**config.mk**
```make
export PLATFORM = sky130hd
export DESIGN_NAME = lfsr_encrypt_flat
export DESIGN_NICKNAME = d
export VERILOG_FILES = /design/src/rtl/lfsr_encrypt_if.sv /design/src/rtl/lfsr_encrypt.sv /design/src/flat_wrapper.sv
export SDC_FILE = /design/constraint.sdc
export NUM_CORES = 1
export LEC_CHECK = 0
export ABC_AREA = 1
export BUFFER_PORTS_ARGS = -buffer_cell sky130_fd_sc_hd__buf_2
export CAP_MARGIN = 10
export CORE_MARGIN = 8
export CORE_UTILIZATION = 55
export DETAILED_ROUTE_END_ITERATION = 8
export HOLD_SLACK_MARGIN = 0.1
export MAX_ROUTING_LAYER = met4
export PLACE_DENSITY = 0.89
export SLEW_MARGIN = 20
export SYNTH_ARGS = -nofsm -noshare
export SYNTH_HDL_FRONTEND = slang
export SYNTH_SLANG_ARGS = --single-unit
```
**constraint.sdc**
```tcl
create_clock -name clk -period 4.4 [get_ports clk]
set_input_delay 0.66 -clock clk [delete_from_list [all_inputs] [get_ports clk]]
set_output_delay 0.66 -clock clk [all_outputs]
set_load 0.005 [all_outputs]
```
**src/rtl/lfsr_encrypt_if.sv**
```systemverilog
// Bus between the LFSR encryption engine and its host: run control, plaintext
// read port, ciphertext write port and status.
interface lfsr_encrypt_if;
  logic       start;
  logic [5:0] seed;
  logic [2:0] tap_sel;
  logic [6:0] msg_len;
  logic [7:0] mem_raddr;
  logic [7:0] mem_rdata;
  logic       mem_wr_en;
  logic [7:0] mem_waddr;
  logic [7:0] mem_wdata;
  logic       busy;
  logic       done;
  logic       seed_err;

  modport master (
    output start, seed, tap_sel, msg_len, mem_rdata,
    input  mem_raddr, mem_wr_en, mem_waddr, mem_wdata, busy, done, seed_err
  );

  modport slave (
    input  start, seed, tap_sel, msg_len, mem_rdata,
    output mem_raddr, mem_wr_en, mem_waddr, mem_wdata, busy, done, seed_err
  );
endinterface

```
**src/rtl/lfsr_encrypt.sv**
```systemverilog
// Encrypts a 64-byte frame (0x5F preamble, message, space pad) with a 6-bit LFSR.
// Optional build macro PARITY_EN replaces bit 7 of each output byte with even parity.
module lfsr_encrypt #(
  parameter int PRE_LEN  = 7,
  parameter int MSG_BASE = 0,
  parameter int ENC_BASE = 64
) (
  input logic          clk,
  input logic          init_n,
  lfsr_encrypt_if.slave bus
);
  typedef enum logic [1:0] {IDLE, LOAD, RUN, DONE} state_t;

  localparam logic [6:0] PRE     = 7'(PRE_LEN);
  localparam logic [6:0] MAX_LEN = 7'(64 - PRE_LEN);
  localparam logic [7:0] MSG_B   = 8'(MSG_BASE);
  localparam logic [7:0] ENC_B   = 8'(ENC_BASE);

  state_t     state, state_nxt;
  logic [5:0] k, lfsr, taps;
  logic [2:0] tap_q;
  logic [6:0] len_q, eff_len, k7, idx;
  logic       seed_err_q, is_pre, is_msg;
  logic [7:0] plain, cipher, cipher_out;
  logic       wr_en, busy, done;
  logic [7:0] waddr, wdata, raddr;

  always_comb begin
    case (tap_q)
      3'd1:    taps = 6'h2D;
      3'd2:    taps = 6'h30;
      3'd3:    taps = 6'h33;
      3'd4:    taps = 6'h36;
      3'd5:    taps = 6'h39;
      default: taps = 6'h21;
    endcase
  end

  // Frame layout: preamble, clipped message, then pad to 64 bytes.
  assign eff_len = (len_q > MAX_LEN) ? MAX_LEN : len_q;
  assign k7      = {1'b0, k};
  assign idx     = k7 - PRE;
  assign is_pre  = k7 < PRE;
  assign is_msg  = !is_pre && (idx < eff_len);
  assign plain   = is_pre ? 8'h5F : (is_msg ? bus.mem_rdata : 8'h20);
  assign cipher  = {plain[7:6], plain[5:0] ^ lfsr};

`ifdef PARITY_EN
  assign cipher_out = {^cipher[6:0], cipher[6:0]};
`else
  assign cipher_out = cipher;
`endif

  always_ff @(posedge clk or negedge init_n) begin
    if (!init_n) state <= IDLE;
    else         state <= state_nxt;
  end

  always_comb begin
    state_nxt = state;
    wr_en     = 1'b0;
    waddr     = 8'h00;
    wdata     = 8'h00;
    raddr     = 8'h00;
    busy      = 1'b1;
    done      = 1'b0;
    case (state)
      IDLE: begin
        busy = 1'b0;
        if (bus.start) state_nxt = LOAD;
      end
      LOAD: state_nxt = RUN;
      RUN: begin
        wr_en = 1'b1;
        waddr = ENC_B + {2'b00, k};
        wdata = cipher_out;
        if (is_msg) raddr = MSG_B + {1'b0, idx};
        if (k == 6'd63) state_nxt = DONE;
      end
      DONE: begin
        done      = 1'b1;
        state_nxt = IDLE;
      end
      default: state_nxt = IDLE;
    endcase
  end

  always_ff @(posedge clk or negedge init_n) begin
    if (!init_n) begin
      k          <= 6'd0;
      lfsr       <= 6'h01;
      tap_q      <= 3'd0;
      len_q      <= 7'd0;
      seed_err_q <= 1'b0;
    end else if (state == LOAD) begin
      k          <= 6'd0;
      tap_q      <= bus.tap_sel;
      len_q      <= bus.msg_len;
      // An all-zero LFSR would lock up, so zero seeds are forced to 1 and flagged.
      lfsr       <= (bus.seed == 6'd0) ? 6'h01 : bus.seed;
      seed_err_q <= (bus.seed == 6'd0);
    end else if (state == RUN) begin
      lfsr <= {lfsr[4:0], ^(lfsr & taps)};
      if (k != 6'd63) k <= k + 6'd1;
    end
  end

  assign bus.mem_wr_en = wr_en;
  assign bus.mem_waddr = waddr;
  assign bus.mem_wdata = wdata;
  assign bus.mem_raddr = raddr;
  assign bus.busy      = busy;
  assign bus.done      = done;
  assign bus.seed_err  = seed_err_q;
endmodule
```
**src/flat_wrapper.sv**
```systemverilog
// flat-port wrapper written by rule: the top's interface ports become plain ports
module lfsr_encrypt_flat 
#(
  parameter int PRE_LEN  = 7,
  parameter int MSG_BASE = 0,
  parameter int ENC_BASE = 64
)
  (clk, init_n, bus_start, bus_seed, bus_tap_sel, bus_msg_len, bus_mem_rdata, bus_mem_raddr, bus_mem_wr_en, bus_mem_waddr, bus_mem_wdata, bus_busy, bus_done, bus_seed_err);
  lfsr_encrypt_if bus_i ();
  input logic clk;
  input logic init_n;
  input wire logic [$bits(bus_i.start)-1:0] bus_start;
  input wire logic [$bits(bus_i.seed)-1:0] bus_seed;
  input wire logic [$bits(bus_i.tap_sel)-1:0] bus_tap_sel;
  input wire logic [$bits(bus_i.msg_len)-1:0] bus_msg_len;
  input wire logic [$bits(bus_i.mem_rdata)-1:0] bus_mem_rdata;
  output wire logic [$bits(bus_i.mem_raddr)-1:0] bus_mem_raddr;
  output wire logic [$bits(bus_i.mem_wr_en)-1:0] bus_mem_wr_en;
  output wire logic [$bits(bus_i.mem_waddr)-1:0] bus_mem_waddr;
  output wire logic [$bits(bus_i.mem_wdata)-1:0] bus_mem_wdata;
  output wire logic [$bits(bus_i.busy)-1:0] bus_busy;
  output wire logic [$bits(bus_i.done)-1:0] bus_done;
  output wire logic [$bits(bus_i.seed_err)-1:0] bus_seed_err;
  assign bus_i.start = bus_start;
  assign bus_i.seed = bus_seed;
  assign bus_i.tap_sel = bus_tap_sel;
  assign bus_i.msg_len = bus_msg_len;
  assign bus_i.mem_rdata = bus_mem_rdata;
  assign bus_mem_raddr = bus_i.mem_raddr;
  assign bus_mem_wr_en = bus_i.mem_wr_en;
  assign bus_mem_waddr = bus_i.mem_waddr;
  assign bus_mem_wdata = bus_i.mem_wdata;
  assign bus_busy = bus_i.busy;
  assign bus_done = bus_i.done;
  assign bus_seed_err = bus_i.seed_err;
  lfsr_encrypt #(.PRE_LEN(PRE_LEN), .MSG_BASE(MSG_BASE), .ENC_BASE(ENC_BASE)) u_core (.clk(clk), .init_n(init_n), .bus(bus_i));
endmodule
```
==> results of run 1 <==
## registers in the layout (all words and copies together), names as in the netlist
| name | cells |
|---|---|
| u_core.tap_q | 3 |
| u_core.bus.seed_err | 1 |
| u_core.k | 6 |
| u_core.len_q | 7 |
| u_core.state | 2 |
| u_core.lfsr | 6 |
## stage by stage
step | setup WS, ns | area (sq um) | instances | hold slack [ns]
3_3_place_gp | 1.26 | 2200 | 368 | 0.484
4_1_cts | 0.802 | 2220 | 372 | 0.309
2_1_floorplan | 1.48 | 1930 | 278 | 0.364
5_1_grt | 0.532 | 2220 | 372 | 0.321
6_report | 0.809 | 2220 | 372 | 0.304
3_5_place_dp | 1.20 | 2200 | 368 | 0.481
## cell usage in the layout (no fill, tap or decap)
cell and n:
nand2_1 69, buf_2 52, inv_1 37, nor2_1 29, o21ai_0 24, dfrtp_1 24
a21oi_1 20, nand3_1 15, ha_1 12, inv_2 6, nand3_2 6, nor2_2 3
conb_1 3, clkbuf_4 3, clkinv_1 2, xor2_1 2, nand2_4 2, o21ai_1 2
nor2_8 2, o22ai_1 2, nor3_1 2, nor2_4 1, nand3_4 1, nand4_1 1
nand3b_1 1, nor4_1 1, nor3b_2 1, o21a_1 1, clkbuf_1 1, dfstp_2 1
## layer usage
metal	part of all wire	vias up	global-route usage
met5	0	-	-
met4	0.0097	0	0.0640
met3	0.074	4	0.0253
met2	0.47	49	0.277
met1	0.45	823	0.212
li1	-	970	-
## kinds of logic (layout without fill, tap and decap cells)
group                      count (synthesis)  after routing
other                                      2              3
and+or+nand+nor                          134            134
DFF                                       25             25
AOI/OAI and AO/OA                         49             49
buffers and inverters                     53            101
xor gates and xnor gates                   2              2
adders and majority gates                 12             12
## worst max-delay path, cell delays in order (launching register included)
cell	delay, ns
dfrtp_1	0.48
ha_1	0.25
nand2_1	0.09
inv_1	0.06
nor2_1	0.15
xor2_1	0.22
inv_1	0.07
ha_1	0.31
a21oi_1	0.15
o21ai_1	0.15
nor2_8	0.23
nand3_2	0.10
nand3_1	0.08
nand2_1	0.05
nor2_1	0.11
buf_2	0.13
## path summary, 6_finish.rpt
| path | from | end | depth (start not counted) |
|---|---|---|---|
| max reg2reg | u_core.state[1] | u_core.lfsr[2] | 6 |
| min reg2reg | u_core.bus.seed_err | u_core.bus.seed_err | 2 |
| min | init_n | u_core.len_q[0] | 1 |
| max | u_core.k[0] | bus_mem_wdata[1] | 15 |
| min in group clk | u_core.bus.seed_err | u_core.bus.seed_err | 2 |
| max in group asynchronous | init_n | u_core.lfsr[0] | 1 |
## power by group
group	leakage (nW)	internal (W)	switching, W	total (W)
clock	0.0150	0.0000355	0.0000668	0.000102
sequential	0.294	0.000266	0.0000300	0.000296
combinational	0.980	0.0000969	0.000131	0.000228
## layout make-up
cell class,instances,area (sq um)
well taps,46,57.6
repair buffers,52,260
multi-input cells,200,1080
inverters,45,169
fillers,305,1110
flip-flops and latches,25,627
clock buffers,4,26.3
==> metrics.md, run 1 <==
| Metric | Value |
|---|---|
| Final ANT Viol Nets | 0 |
| Total of max-cap violations | 0 |
| Min Tclk post-route | 3.59 ns |
| Worst Setup Path Type | reg2out |
| Worst min-delay path class | in2async |
| Post-synth cell types | 30 |
| First-pass GRT wire length | 7.54 mm |
| Total track usage | 0.172 |
| Final period util | 0.816 |
| Via count | approximately 1800 |
| Complex-gate fraction of the synthesized area | 0.130 |
| Fmax | 279 MHz |
| Vias in the first global route | 1737 |
| Fraction of registers with async set/reset | 1.00 |
| Post-CTS Resized | 0 |
| DR DRC count | 0 |
| Post-CTS Setup Inserts | 0 |
| Post-synth EDFFs | 0 |
| CP Data Required Time | 3.74 ns |
| Total CTS buffers | 3 |
| Initial antenna violation count | 0 |
| Crit-path max FO | 8 |
| Die width | 75.1 um |
| # clock sinks | 25 |
| Area Overhead vs Synth | 15.7% |
| Pin count of the biggest net entering global routing | 26 |
| Relative slew slack | 0.538 |
| Syn_area_per_cell | 6.94 sq um |
| Post-DP HPWL | between 3 and 4 mm |
| Status | finished, final reports clean |
| Post-synthesis cell count | 277 |
| Yosys top cell area share | 0.312 |
| Die Y | 75.1 um |
| Clk slew on worst S/H paths | 0.14 ns |
| Ports | 55 |
| Post-Synthesis Cell Area | 1920 sq um |
| DR iter-0 viols | 82 |
| Core Region | between 3000 and 4000 sq um |
| Root Driver | clkbuf_4 |
| RSZ-0062 raised after global routing | false |
| Synth area leaders | dfrtp_1 (31%), nand2_1 (13%), ha_1 (7.8%) |
| Routed len/inst | 11.7 um |
| Synth area leader | dfrtp_1 |
| # diodes | 0 |
| Worst R2R Setup Slack | around 2.3 ns |
| Total power | 0.000627 W |
| LEAKAGE | between 1 and 1.5 nW |
| Slew Viols, Final | 0 |
| Longest Clk Path Bufs | 2 |
| DR pass1 iterations | 4 |
| Xor/xnor share of the synthesized area | 0.00911 |
| Power Density | between 200 and 300 nW/um^2 |
| Vias per Instance | a little under 5 |
| Hold buffer count at cts | 0 |
| Area of the die | 5640 sq um |
| Seq cells post-synth | 25 |
| H-Tree Depth | 1 |
| Sequential fraction of the synthesis area | 0.326 |
| Setup Skew | 0.0104 ns |
| CTS tree | built |
| Hold Violations, Final | 0 |
| Share of layout cells above drive strength 1 | 0.239 |
| Layout Utilization | 0.667 |
| Largest family of logic cells by synthesized area | simple AND/OR/NAND/NOR gates |
| Top cells by instance count after synthesis | nand2_1 (69), inv_1 (37), nor2_1 (29) |
| Final Routed Wirelength | 4.34 mm |
| GP Congestion | between 0.9 and 1 |
| Port Buf Inserts | 52 |
| VDD IR max | 0.171 mV |
| Num rows | 21 |
| Crit. End Element | primary output |
| GRT Residual Overflow | 0 |
| Final net count | 366 |
| Final setup violation count | 0 |
| Main synth FF type | dfrtp_1 |
| Adder-Cell Fraction of Synth Area | 0.0781 |
| CP Launch Type | flop |
| Initial Util | 0.576 |
| Clk_lat worst skew | 0.32 ns |
| Count leader, synth | nand2_1 |
| Slew @ Worst Pin | 0.693 ns |
| Simple-gate share of the synthesized area | 0.341 |
| Synth warn | 0 |
| Post-synthesis mux area share | 0 |
| Crit path DAT | just under 3 ns |
| Setup TNS | 0 ns |
No activity file was read; power rests on OpenSTA's default activity.
==> inputs of run 2 (changes only) <==
--- a/config.mk
+++ b/config.mk
@@ -9,11 +9,11 @@
 export BUFFER_PORTS_ARGS = -buffer_cell sky130_fd_sc_hd__buf_2
 export CAP_MARGIN = 10
 export CORE_MARGIN = 8
-export CORE_UTILIZATION = 55
+export CORE_UTILIZATION = 47
 export DETAILED_ROUTE_END_ITERATION = 8
 export HOLD_SLACK_MARGIN = 0.1
 export MAX_ROUTING_LAYER = met4
-export PLACE_DENSITY = 0.89
+export PLACE_DENSITY = 0.81
 export SLEW_MARGIN = 20
 export SYNTH_ARGS = -nofsm -noshare
 export SYNTH_HDL_FRONTEND = slang
==> constraint.sdc (replaced) <==
create_clock -name clk -period 3.1 [get_ports clk]
set_input_delay 0.465 -clock clk [delete_from_list [all_inputs] [get_ports clk]]
set_output_delay 0.465 -clock clk [all_outputs]
set_load 0.005 [all_outputs]
==> metrics.md, run 2 (synthesized netlist as in run 1, its figures left out) <==
| Metric | Value |
|---|---|
| Crit-path slowest cell | dfrtp_1 |
| Crit. End Element | primary output |
| Area of the die | 6390 sq um |
| Vias per Instance | 4.96 |
| Layout Utilization | 0.615 |
| CP Data Required Time | 2.63 ns |
| Final ANT Viol Nets | 0 |
| Via count | 1909 |
| Longest Clk Path Bufs | 2 |
| Final Routed Wirelength | between 4 and 5 mm |
| Initial antenna violation count | 0 |
| Total of max-cap violations | 0 |
| GP Congestion | ~0.92 |
| Relative slew slack | 0.567 |
| Power Density | between 300 and 400 nW/um^2 |
| Fillers | 367 |
| Most flop-heavy register | u_core.len_q |
| Status | finished, final reports clean |
| # diodes | 0 |
| Ports | 55 |
| Final instance area | 2440 sq um |
| Total power | 0.000958 W |
| Crit path DAT | 2.59 ns |
| CP Launch Type | flop |
| First-pass GRT wire length | 7.63 mm |
| Routed len/inst | 12.8 um |
| DR DRC count | 0 |
| LEAKAGE | between 1 and 1.5 nW |
| Worst Setup Path Type | reg2out |
| # clock sinks | 25 |
| Critical path's largest stage delay | 0.40 ns |
| Crit-path max FO | 8 |
| Area Overhead vs Synth | 27.1% |
| Clk slew on worst S/H paths | 0.08 ns |
| Die Y | 80.0 um |
| DR iter-0 viols | 159 |
| Setup Skew | 0.00196 ns |
| Slew @ Worst Pin | 0.650 ns |
| Regs by FF count | u_core.len_q: 7 flops, u_core.k: 6 flops, u_core.lfsr: 6 flops |
| Worst path cell trace | ha_2 -> nand2_2 -> inv_2 -> nor2_4 -> xor2_2 -> inv_2 -> ha_4 -> a21oi_4 -> o21ai_4 -> nor2_8 -> buf_4 -> nand3_1 -> a21oi_1 -> buf_2 |
| Die width | 80.0 um |
| Switching Power | 0.000342 W |
| Worst min-delay path class | in2async |
| Num rows | 23 |
| Slew Viols, Final | 0 |
| Initial Util | 0.484 |
| CP delay by family, top | simple AND/OR/NAND/NOR gates |
| Post-DP Area | 2220 sq um |
| Share of layout cells above drive strength 1 | 0.319 |
| Vias in the first global route | about 1700 |
| Sw Share | 0.357 |
| Pin count of the biggest net entering global routing | 26 |
| Seq pwr share | 0.438 |
| VDD IR max | 0.190 mV |
| Final period util | 0.986 |
| Clk_lat worst skew | between 0.2 and 0.3 ns |
| Final setup violation count | 0 |
| Most frequent CP cell | inv_2 |
| Commonest non-fill, non-tap cells in the layout | nand2_1 (65), buf_2 (52), inv_1 (34) |
| H-Tree Depth | 1 |
| Internal | 0.000616 W |
| Largest register FFs | 7 |
| Total CTS buffers | 3 |
| CTS tree | built |
| Post-DP HPWL | approximately 3.6 mm |
| Port Buf Inserts | 52 |
| Logic pwr share | 0.360 |
| Clk pwr share | 0.201 |
| DR pass1 iterations | 4 |
| Hold Violations, Final | 0 |
| Core Region | 3970 sq um |
| Min Tclk post-route | 3.06 ns |
| Total track usage | 0.149 |
| CP Buf/Inv Count | 4 |
| Root Driver | clkbuf_8 |
| Hold buffer count at cts | 0 |
| Final net count | between 300 and 400 |
| Fmax | roughly 330 MHz |
| GRT Residual Overflow | 0 |
| Commonest non-fill, non-tap cell in the layout | nand2_1 |
| RSZ-0062 raised after global routing | true |
-- run 2: power by group through the flow --
stage / logic [W] / clock network (W) / registers [W]
2_1_floorplan: 0.000222 / 0 / 0.000413
3_3_place_gp: 0.000317 / 0 / 0.000423
3_5_place_dp: 0.000326 / 0 / 0.000424
4_1_cts: 0.000331 / 0.000202 / 0.000417
5_1_grt: 0.000394 / 0.000216 / 0.000429
6_report: 0.000345 / 0.000193 / 0.000420
-- run 2: layer usage --
layer	vias to the layer above	GRT usage	routed length [um]
met1	862	0.192	2250
li1	990	-	-
met4	0	0.0545	76
met5	-	-	0
met2	48	0.230	2310
met3	9	0.0225	292
-- run 2: path summary, 6_finish.rpt --
check	from	end	slack, ns	depth (start not counted)
max	u_core.k[0]	bus_mem_wdata[6]	0.04	14
min in group clk	bus_msg_len[4]	u_core.len_q[4]	0.39	3
max in group asynchronous	init_n	u_core.k[2]	2.55	1
min reg2reg	u_core.bus.seed_err	u_core.bus.seed_err	0.50	2
min	init_n	u_core.state[1]	0.18	1
max reg2reg	u_core.state[0]	u_core.state[0]	1.24	6
-- run 2: area by class of cell --
type | count | area (sq um) | area share
Sequential cell | 25 | 627 | 0.257
Multi-Input combinational cell | 200 | 1200 | 0.493
Inverter | 45 | 174 | 0.0712
Clock buffer | 4 | 45.0 | 0.0184
Tap cell | 50 | 62.6 | 0.0256
Timing Repair Buffer | 61 | 332 | 0.136
-- run 2: through the flow --
stage	cells	setup TNS [ns]	worst slack, ns	hold WS (ns)
2_1_floorplan	278	0	0.379	0.169
3_3_place_gp	374	0	0.230	0.470
3_5_place_dp	374	0	0.121	0.488
4_1_cts	380	0	0.00369	0.194
5_1_grt	385	-0.555	-0.0735	0.218
6_report	385	0	0.0423	0.175
-- run 2: repair_timing --
item,4_1_cts,5_1_grt
endpoints found under the hold margin,0,0
setup buffers,2,5
pin swaps,3,15
gates resized for setup,5,24
setup endpoints to repair,15,15
